**src/rtl/crdt_tx.sv**
```systemverilog
// ---------------------------------------------------------------------------
// crdt_tx -- credit-based transmitter.
//
// Accepts words from an upstream valid/ready source and pushes them to a
// downstream receiver that has granted N credits. Every pushed word consumes
// one credit; the receiver hands credits back one at a time on crdt_rtn.
// A flush request stops new accepts and waits until every credit is home,
// then pulses flush_done for one cycle and resumes normal operation.
//
// Optional feature (macro CRDT_TX_OVF_CHK_EN):
//   defined   : a credit returned while all N are already home sets the
//               sticky err_ovf flag and the count saturates at N.
//   undefined : err_ovf is tied low; such a return is illegal stimulus and
//               is flagged by a simulation assertion.
//
// Parameters
//   W  data width in bits
//   N  credits granted by the receiver (power of 2)
//
// Ports
//   clk               clock, rising edge
//   rst               synchronous active-high reset
//   in_vld/in_data    upstream word
//   in_rdy            upstream word accepted when in_vld && in_rdy
//   push_vld          registered, word presented to the receiver
//   push_data         registered, word to the receiver
//   push_crdt_deduct  registered, credit consumed (equals push_vld)
//   crdt_rtn          one credit returned by the receiver
//   flush_req         request to drain all outstanding credits
//   flush_done        registered one-cycle pulse, all credits home
//   crdt_r            current credit count
//   err_ovf           sticky credit-overflow error
// ---------------------------------------------------------------------------
module crdt_tx #(
    parameter int W = 32,
    parameter int N = 16
) (
    input  logic                 clk,
    input  logic                 rst,
    input  logic                 in_vld,
    input  logic [W-1:0]         in_data,
    output logic                 in_rdy,
    output logic                 push_vld,
    output logic [W-1:0]         push_data,
    output logic                 push_crdt_deduct,
    input  logic                 crdt_rtn,
    input  logic                 flush_req,
    output logic                 flush_done,
    output logic [$clog2(N):0]   crdt_r,
    output logic                 err_ovf
);

    localparam int CW = $clog2(N) + 1;
    localparam logic [CW-1:0] CRDT_MAX = CW'(N);
    localparam logic [CW-1:0] CRDT_ONE = CW'(1);

    generate
        if (N < 1 || (N & (N - 1)) != 0) begin : g_bad_n
            $error("crdt_tx: N must be a power of 2");
        end
    endgenerate

    localparam logic [1:0] ST_ACTIVE = 2'd0;
    localparam logic [1:0] ST_FLUSH  = 2'd1;
    localparam logic [1:0] ST_DONE   = 2'd2;

    logic [1:0]    state_q, state_d;
    logic [CW-1:0] crdt_q, crdt_d;
    logic          push_vld_q;
    logic [W-1:0]  push_data_q;
    logic          flush_done_q, flush_done_d;
    logic          accept;

    // Ready depends on registered state only, never on in_vld or crdt_rtn.
    assign in_rdy = (state_q == ST_ACTIVE) && (crdt_q != '0);
    assign accept = in_vld && in_rdy;

`ifdef CRDT_TX_OVF_CHK_EN
    logic err_ovf_q, err_ovf_d;

    always_comb begin
        crdt_d    = crdt_q;
        err_ovf_d = err_ovf_q;
        if (accept && !crdt_rtn) begin
            crdt_d = crdt_q - CRDT_ONE;
        end else if (!accept && crdt_rtn) begin
            if (crdt_q == CRDT_MAX) begin
                err_ovf_d = 1'b1;
            end else begin
                crdt_d = crdt_q + CRDT_ONE;
            end
        end
    end

    always_ff @(posedge clk) begin
        if (rst) begin
            err_ovf_q <= 1'b0;
        end else begin
            err_ovf_q <= err_ovf_d;
        end
    end

    assign err_ovf = err_ovf_q;
`else
    always_comb begin
        crdt_d = crdt_q;
        if (accept && !crdt_rtn) begin
            crdt_d = crdt_q - CRDT_ONE;
        end else if (!accept && crdt_rtn) begin
            crdt_d = crdt_q + CRDT_ONE;
        end
    end

    assign err_ovf = 1'b0;

    a_no_ovf: assert property (@(posedge clk) disable iff (rst)
        !(crdt_rtn && !accept && crdt_q == CRDT_MAX))
        else $error("crdt_tx: credit returned while all credits are home");
`endif

    // An accept in the same cycle as flush_req still goes out; FLUSH then
    // waits for that word's push to clear and its credit to come back.
    always_comb begin
        state_d = state_q;
        case (state_q)
            ST_ACTIVE: if (flush_req) state_d = ST_FLUSH;
            ST_FLUSH:  if (crdt_q == CRDT_MAX && !push_vld_q) state_d = ST_DONE;
            ST_DONE:   state_d = ST_ACTIVE;
            default:   state_d = ST_ACTIVE;
        endcase
        flush_done_d = (state_d == ST_DONE);
    end

    always_ff @(posedge clk) begin
        if (rst) begin
            state_q      <= ST_ACTIVE;
            crdt_q       <= CRDT_MAX;
            push_vld_q   <= 1'b0;
            push_data_q  <= '0;
            flush_done_q <= 1'b0;
        end else begin
            state_q      <= state_d;
            crdt_q       <= crdt_d;
            push_vld_q   <= accept;
            flush_done_q <= flush_done_d;
            if (accept) begin
                push_data_q <= in_data;
            end
        end
    end

    assign push_vld         = push_vld_q;
    assign push_crdt_deduct = push_vld_q;
    assign push_data        = push_data_q;
    assign flush_done       = flush_done_q;
    assign crdt_r           = crdt_q;

endmodule
```
**config.mk**
```make
export PLATFORM = sky130hd
export DESIGN_NAME = crdt_tx
export DESIGN_NICKNAME = d
export VERILOG_FILES = /design/src/rtl/crdt_tx.sv
export SDC_FILE = /design/constraint.sdc
export NUM_CORES = 1
export LEC_CHECK = 0
export CAP_MARGIN = 0
export CORE_ASPECT_RATIO = 0.75
export CORE_MARGIN = 2
export CORE_UTILIZATION = 35
export CTS_BUF_LIST = sky130_fd_sc_hd__clkbuf_8
export DETAILED_ROUTE_END_ITERATION = 7
export PLACE_DENSITY_LB_ADDON = 0.12
export SYNTH_ARGS = -nofsm -noshare
export SYNTH_HDL_FRONTEND = slang
export SYNTH_SLANG_ARGS = --single-unit
```
**constraint.sdc**
```tcl
create_clock -name clk -period 3.8 [get_ports clk]
set_input_delay 0.57 -clock clk [delete_from_list [all_inputs] [get_ports clk]]
set_output_delay 0.57 -clock clk [all_outputs]
set_load 0.02 [all_outputs]
```
Word level (Yosys, flattened, before mapping)
Index checks and enable logic that the tools add are counted.
Widths: inputs -> output; s select.
- $add $sub $neg: 2
- mux-type cells: 5
- eq/ne operators: 3
- reductions and logical operators: 11
- operator list (kind ; count):
    $mux 5 ; 2
    $add 5x1->5 const B ; 1
    $eq 5x5->1 const B ; 1
    $logic_and 1x1->1 ; 5
    $reduce_bool 5->1 ; 1
    $sub 5x1->5 const B ; 1
    $mux 2 ; 2
    $pmux 2 s2 ; 1
    $logic_not 1->1 ; 3
    $eq 2x1->1 const B ; 1
    $eq 2x2->1 const B ; 1
    $logic_not 2->1 ; 1
    $reduce_bool 2->1 ; 1
- word-level logic and storage cells: 26
- register bits after elaboration: 41

Logic depth before layout (Yosys ltp)
Gate-level depths: netlist of run 1.
- word-level depth: 7
- depth in mapped cells: 11

Worst setup path after synthesis of run 1
No wires, ideal clock.
- path type: register -> register
- start point: register crdt_q[0], in the netlist crdt_r[0]
- end point: register crdt_q[3], in the netlist crdt_r[3]
- path slack: 0.948 ns
- library setup time: 0.127 ns
- stages on the path, launching flop included: 11
- required time: 3.673 ns
- path buffers: 1
- arrival time: 2.725 ns
- path through: dfxtp_1 -> or4_4 -> o211ai_4 -> inv_2 -> buf_6 -> ha_1 -> ha_1 -> a21o_1 -> a21oi_1 -> nor4_1 -> or3_1
- word-level cells in the longest chain between the ends: 6
- elaborated cells between the ends (all ways): 11
- classes of those cells: 2 x add/sub; 2 x mux; 7 x reduce/logical
- ends and longest elaborated chain (what ; line ; text):
    start: declaration ; 68 ; logic [CW-1:0] crdt_q, crdt_d;
    start signal: assignment ; 143 ; crdt_q <= crdt_d;
    $reduce_bool 5->1 * ; 75 ; assign in_rdy = (state_q == ST_ACTIVE) && (crdt_q != '0);
    $logic_and 1x1->1 * ; 75 ;
    $logic_and 1x1->1 * ; 76 ; assign accept = in_vld && in_rdy;
    net accept ; 72 ; logic accept;
    $logic_not 1->1 ; 109 ; end else if (!accept && crdt_rtn) begin
    $logic_and 1x1->1 ; 109 ;
    $reduce_bool 2->1 (no source line) ; - ;
The timed path passes the listed nets; every way through them passes the cells marked *. The select of a mux whose other input is x is not followed.
A chain may end at the register's enable or synchronous reset.

Final worst setup path of run 1
- start point: register crdt_q[0], in the netlist crdt_r[0]
- end point: register crdt_q[3], in the netlist crdt_r[3]
- word-level cells in the longest chain between the ends: 6
- elaborated cells between the ends (all ways): 11
- classes of those cells: 2 x add/sub; 2 x mux; 7 x reduce/logical
- ends and longest elaborated chain (what):
    branches (longest 6 deep; another with $add 5x1->5)
Parallel ways; which one is timed is not known. The select of a mux whose other input is x is not followed.

==> results of run 1 <==
[routing by layer]
metal | vias to the layer above | share of wire (%) | GRT usage [%]
met4 | 0 | 0.49 | 4.30
met1 | 671 | 49 | 21.0
met3 | 2 | 8.5 | 6.68
li1 | 784 | - | -
met2 | 55 | 42 | 22.1
met5 | - | 0 | 0
[cell families (layout without fill, tap and decap cells)]
kind of cell	count (synthesis)	in the layout	synth area share, %
AND/OR/NAND/NOR	89	89	22.3
flip-flops	41	41	49.9
AO/OA/AOI/OAI	40	40	13.7
buffers and inverters	18	93	7.31
adder cells (fa/ha/maj)	5	5	4.26
XOR/XNOR	2	2	1.07
multiplexers	2	2	1.22
other	1	1	0.228
[where the power goes]
part / switching, mW / total, mW / internal [mW] / leakage (nW)
Clock: 0.139 / 0.264 / 0.125 / 0.0491
Sequential: 0.0414 / 0.531 / 0.489 / 0.336
Combinational: 0.248 / 0.468 / 0.220 / 0.586
Total: 0.429 / 1.26 / 0.833 / 0.971
[cell usage in the layout, fill, tap and decap left out, types with 2 or more instances in the layout]
cell type	netlist	layout
a21oi_1	36	36
and3_1	2	2
buf_4	2	3
clkbuf_8	0	5
clkdlybuf4s50_1	0	77
clkinv_2	0	2
dfxtp_1	41	41
ha_1	4	4
inv_1	4	5
mux2i_1	2	2
nand2_1	65	65
nor2_1	15	15
xor2_1	2	2
[through the flow]
stage,hold slack [ps],worst slack (ps)
6_report,451,1150
5_1_grt,475,1000
4_1_cts,456,1160
3_5_place_dp,446,1040
3_3_place_gp,441,1100
2_1_floorplan,422,948
[sequential cells by signal, indices dropped and copies added, names as in the netlist]
| name | flops |
|---|---|
| flush_done | 1 |
| state_q | 2 |
| push_crdt_deduct | 1 |
| push_data | 32 |
| crdt_r | 5 |
[layout make-up]
class	count	area (um^2)	area share, %
sequential	41	821	33.0
tap	57	71.3	2.86
timing repair buffer	80	793	31.9
clock inverter	3	13.8	0.553
clock buffer	5	68.8	2.76
multi-input combinational	139	703	28.2
inverter	5	18.8	0.754
[how the worst max path moves through the flow]
stage	to	slack [ps]	from	depth (start not counted)
after floorplan	crdt_r[3]	950	crdt_r[0]	10
final	crdt_r[3]	1150	crdt_r[0]	9
after global placement	crdt_r[4]	1100	in_vld	10
after global routing	crdt_r[3]	1000	crdt_r[0]	9
after detailed placement	crdt_r[4]	1040	in_vld	10
after CTS	crdt_r[3]	1160	crdt_r[0]	9
[critical path: stages (launching register included)]
cell	delay, ps
dfxtp_1	360
or4_4	590
o211ai_4	190
inv_2	50
ha_1	240
ha_1	300
a21o_1	180
a21oi_1	200
nor4_1	60
or3_1	380
==> summary by stage, run 1 <==
Status
The flow ran to the end, and the final reports show no timing, DRC or antenna violations.

Clocking
CTS built an H-tree with a depth of 2. The number of buffers added by the clock tree synthesis step is 5. The clock tree buffer depth is 2. The number of setup buffers added after CTS is 0. Clock-pin slew was measured on the worst setup and hold paths at 80 ps. The total clock sinks is 41.

TritonCTS built the clock tree. The number of hold buffers added after CTS was 0. Post-CTS repair changed the size of 0 cells. The clock tree root buffer cell is clkbuf_8.

The later-pin clock latency in the skew report is 280 ps.

Die
The starting density of the core is 36.6%. From left edge to right edge, the die measures 83.1 um. The core area is 0.00449 mm^2. The height of the die is 63.4 um. The floorplan has 21 rows. The number of top-level design ports is 79. The die outline area is 0.00527 mm^2.

Synth
The netlist uses 26 different library cells. The most used flip-flop cell after synthesis is dfxtp_1. Among all cell types in the netlist, the one instantiated most often is nand2_1. The number of nets in the synthesized netlist is 240. By area the synthesized netlist is led by dfxtp_1 50%, nand2_1 15%, a21oi_1 11%. By count the netlist is led by 65 x nand2_1, 41 x dfxtp_1, 36 x a21oi_1.

The total of flip-flops plus latches after synthesis is 41. The combined area of all synthesized cells is 0.00164 mm^2. The cell count after synthesis is 198.

The number of enable flip-flop cells after synthesis is 0. The fraction of synthesis flops using an asynchronous set or reset pin is 0%. The Yosys step of the flow raised 0 warnings. After synthesis, flip-flops and latches occupy 49.9% of the total area.

The cell type with the highest aggregate area in the netlist is dfxtp_1. In this run the biggest area consumer among cell types represents 49.9% of the synthesized area. The post-synthesis area per instance is 8.30 um^2.

STA
The transition time at the pin with the least slew margin is 780 ps. Based on the critical path, the design can be clocked at up to 377 MHz. The routed design could run at a clock period as short as 2650 ps. Measured against its own limit, the worst slew margin works out to 47.8%. The clock arrives with 4.78 ps of skew. Setup violations remaining at the end of the flow were counted as 0. In the finished design, the share of the clock period the worst path needs comes to 69.8%. Setup repair after global routing left no endpoint under its margin. The final number of max-transition violations is 0. The accumulated negative setup slack is 0 ps. The count of endpoints failing hold in the final timing report came to 0.

Place
In this run the tool buffered the top-level ports with 77 buffer cells. After detailed placement, the total cell area comes to 0.00241 mm^2. The detailed placer's ending HPWL is 2690 um. The last weighted congestion value of the routability-driven placer is 0.714. Counting tap cells, the placed design contains a total of 322 instances.

Worst hold path
The startpoint identified for the worst hold timing path is push_data[16]. The number of stages on the worst hold path is 2. The path type of the worst min-delay path is register to register. The path with the worst hold slack has its endpoint at push_data[16].

GRT
Global routing used 15.4% of the available tracks. The initial antenna violation count is 0. The pin count of the biggest net entering global routing is 34. The first global-routing pass estimated 6530 um of wire.

The total global routing overflow is 0. The number of global-route vias before repair came to 1412.

Route
Summing over every cut layer, the via total after detailed routing is 1512. After detailed routing, the number of vias per cell comes to 4.58. Dividing the detail-routed wire length by the instance count gives 11.8 um. The first routing iteration left 50 violations.

After detailed routing, the number of remaining DRC violations is 0. The count of nets left with antenna violations after detail routing is 0. The total detailed-routing wirelength is 3880 um.

The number of detailed-routing iterations run before antenna repair is 4.

Job
The max-cap check violation count is 0.

Cells and area
The layout net count is 314. The number of standard cells in the final layout excluding fillers is 330. Once layout is complete, the utilization of the core stands at 55.4%.

The growth of design area from synthesis to finish is 51.4%. The total of fill cells in the finished design is 420. The repair_antennas step left the layout with diodes totalling 0.

Cells with a size suffix above 1 make up 4.76% of the layout. The final non-filler cell area is 0.00249 mm^2.

Setup path
The kind of end point of the critical path is a register. The worst reg-to-reg path cell count is 9. By startpoint and endpoint, the worst setup path is classified as register to register. The endpoint of the lowest-slack register-to-register path is crdt_r[3]. STA classifies the critical path startpoint as a register. For the worst setup path, the data arrival time is 2820 ps. The maximum fanout along the worst path is 5. The worst register-to-register path begins at crdt_r[0]. The setup slack of the most critical reg-to-reg path is 1150 ps. At the worst endpoint, the required time is 3970 ps.

Pwr
For this design the static power due to leakage is 0.971 nW. The total design power is 1.26 mW. Across the VDD grid, the largest voltage drop is 0.224 mV. In this run the power density over the cells is 507 mW/mm^2.
No activity file was read; power rests on OpenSTA's default activity.
==> inputs of run 2 (changes only) <==
==> constraint.sdc (replaced) <==
create_clock -name clk -period 2.7 [get_ports clk]
set_input_delay 0.405 -clock clk [delete_from_list [all_inputs] [get_ports clk]]
set_output_delay 0.405 -clock clk [all_outputs]
set_load 0.02 [all_outputs]
==> summary by stage, run 2 (same netlist as run 1, synthesis figures left out) <==
Job
Max-cap violations in this run came to 0.

STA
Setup repair after global routing left no endpoint under its margin. The final number of max-transition violations was 0. The accumulated negative setup slack is 0 ps. After layout, the worst setup slack is 238 ps. The share of the clock period used by the worst path after layout is 91.2%. For the pin with the worst max-slew slack, the measured transition is 588 ps. The count of endpoints failing hold in the final timing report was 0. The relative max-transition margin is 60.7%.

On the final layout, the worst clock skew is 3.25 ps. The upper clock frequency limit is 406 MHz. Setup violations remaining at the end of the flow were counted as 0. The post-layout minimum cycle time is 2460 ps. The worst slack on hold paths is 453 ps.

Cells and area
The area growth from synthesis to layout is 54.8%. The count of cells in the finished layout, fillers not included, comes to 329. After routing the design area is 0.00254 mm^2. Measured on the finished design, the core utilization comes to 56.6%.

The flip-flop count of the largest register, all copies and words added is 32. The total inserted antenna cells is 0. Leaving out fill and tap cells, the most frequent cell in the layout is clkdlybuf4s50_1. In the layout the commonest cells are 77 x clkdlybuf4s50_1, 65 x nand2_1, 39 x dfxtp_1. After the last flow step, the layout net total stands at 314.

The post-route netlist has 6.25% of its cells at a drive strength greater than 1.

Route
The count of nets left with antenna violations after detail routing is 0. The residual DRC count is 0. The total detailed-routing wirelength is 4070 um. In the final routed layout, each cell accounts on average for 12.4 um.

The vias after detailed routing is 1516. The detailed router finished its first iteration with 83 violations. The via count normalized by instance count is 4.61. The number of detailed-routing iterations run before antenna repair is 4.

Setup path
Broken down by cell family, the worst path's largest delay share belongs to simple AND/OR/NAND/NOR gates. The kind of end point of the critical path is a register. The number of buffers and inverters on the critical path is 1.

Along the worst path, the maximum fanout reaches 5. The required time at the worst-slack endpoint is 2930 ps. Traced cell by cell, the critical path runs through or4_4, o211ai_4, inv_2, ha_4, ha_1, nand2b_1, a21oi_1, mux2i_1, mux2i_1. The critical path's slowest cell is or4_4. The most repeated library cell on the critical path is mux2i_1.

The critical path class is register to register. The stage delay of the slowest cell on the critical path is 570 ps. The worst setup path is launched from a register. Data arrives at the worst endpoint at 2690 ps.

Clocking
The post-cts repair resize count is 0. The total clock sinks is 41. The H-tree depth reported by CTS is 2. Clock latency on the worst-skew pair, taken at its later pin, is 290 ps. The number of hold buffers added after CTS was 0. The post-CTS setup repair buffer count is 0. TritonCTS built the clock tree. Clock-pin slew was measured on the worst setup and hold paths at 70 ps.

The cell sitting at the root of the clock tree is a clkbuf_8. The clock tree buffer depth is 2. In this run, CTS created clock tree buffers numbering 5.

Place
The number of placed instances, taps included is 322. After detailed placement, the total cell area comes to 0.00244 mm^2. The post-placement setup slack is 166 ps. At the end of routability-driven placement, the weighted congestion stood at 0.803. The wire-length estimate of the detail-placed layout is 2790 um. Port buffering added 77 buffers.

Worst hold path
The path type of the worst min-delay path is register to register.

Pwr
The power density relative to cell area is 747 mW/mm^2. The maximum VDD drop is 0.349 mV. The fraction of power spent switching nets is 32.6%. The part of the total power dissipated in combinational logic is 35.6%. The total design power is 1.90 mW. The fraction of power consumed by sequential logic is 39.4%. The leakage dissipation is 0.982 nW. The internal portion of the total power is 1.28 mW. The clock network is responsible for 25.0% of the overall power. In this run the power spent charging and discharging nets is 0.621 mW.

GRT
The number of global-route vias before repair is 1437. The initial antenna violation count is 0. Entering global routing, the biggest net connects 34 pins.

The first global-routing pass estimated 6840 um of wire. The total overflow left after global routing is 0. The total track usage is 16.6%.

Die
From bottom edge to top edge, the die measures 63.4 um. The core area is 0.00449 mm^2. The die outline area is 0.00527 mm^2. The number of rows created at floorplan is 21. The horizontal die dimension is 83.1 um.

79 I/O pins were placed. The starting density of the core is 36.6%.

Status
The flow ran to the end, and the final reports show no timing, DRC or antenna violations.
run 2: final cells by class:
type,instances,area (um^2)
timing repair buffer,80,806
clock inverter,2,35.0
fill,429,1950
inverter,5,18.8
multi-input combinational,139,719
sequential,41,826
clock buffer,5,68.8
tap,57,71.3
run 2: power by group through the flow:
stage,sequential [mW],combinational (mW),clock [mW]
after CTS,0.751,0.687,0.493
final,0.749,0.677,0.475
after floorplan,0.853,0.328,0
after global routing,0.762,0.746,0.517
after global placement,0.760,0.683,0
after detailed placement,0.765,0.685,0
run 2: final timing paths:
path	start	depth (start not counted)	to	slack (ps)
worst max-delay path	crdt_r[1]	9	crdt_r[4]	240
worst min register to register	push_data[13]	2	push_data[13]	450
worst min-delay path	push_data[13]	2	push_data[13]	450
worst max register to register	crdt_r[1]	9	crdt_r[4]	240
run 2: tightest hold or removal path: cells and delay by family (launching register included):
kind / cells / cell delay, ps
AOI/OAI and AO/OA: 1 / 50
and+or+nand+nor: 1 / 50
DFF: 1 / 310
run 2: routing by layer:
layer | vias to the layer above | GRT usage, % | part of all wire (%) | wire length [um]
li1 | 780 | - | - | -
met4 | 0 | 4.92 | 1.1 | 46
met1 | 678 | 20.8 | 47 | 1910
met3 | 7 | 8.78 | 9.3 | 377
met2 | 51 | 24.9 | 43 | 1740
met5 | - | 0 | 0 | 0
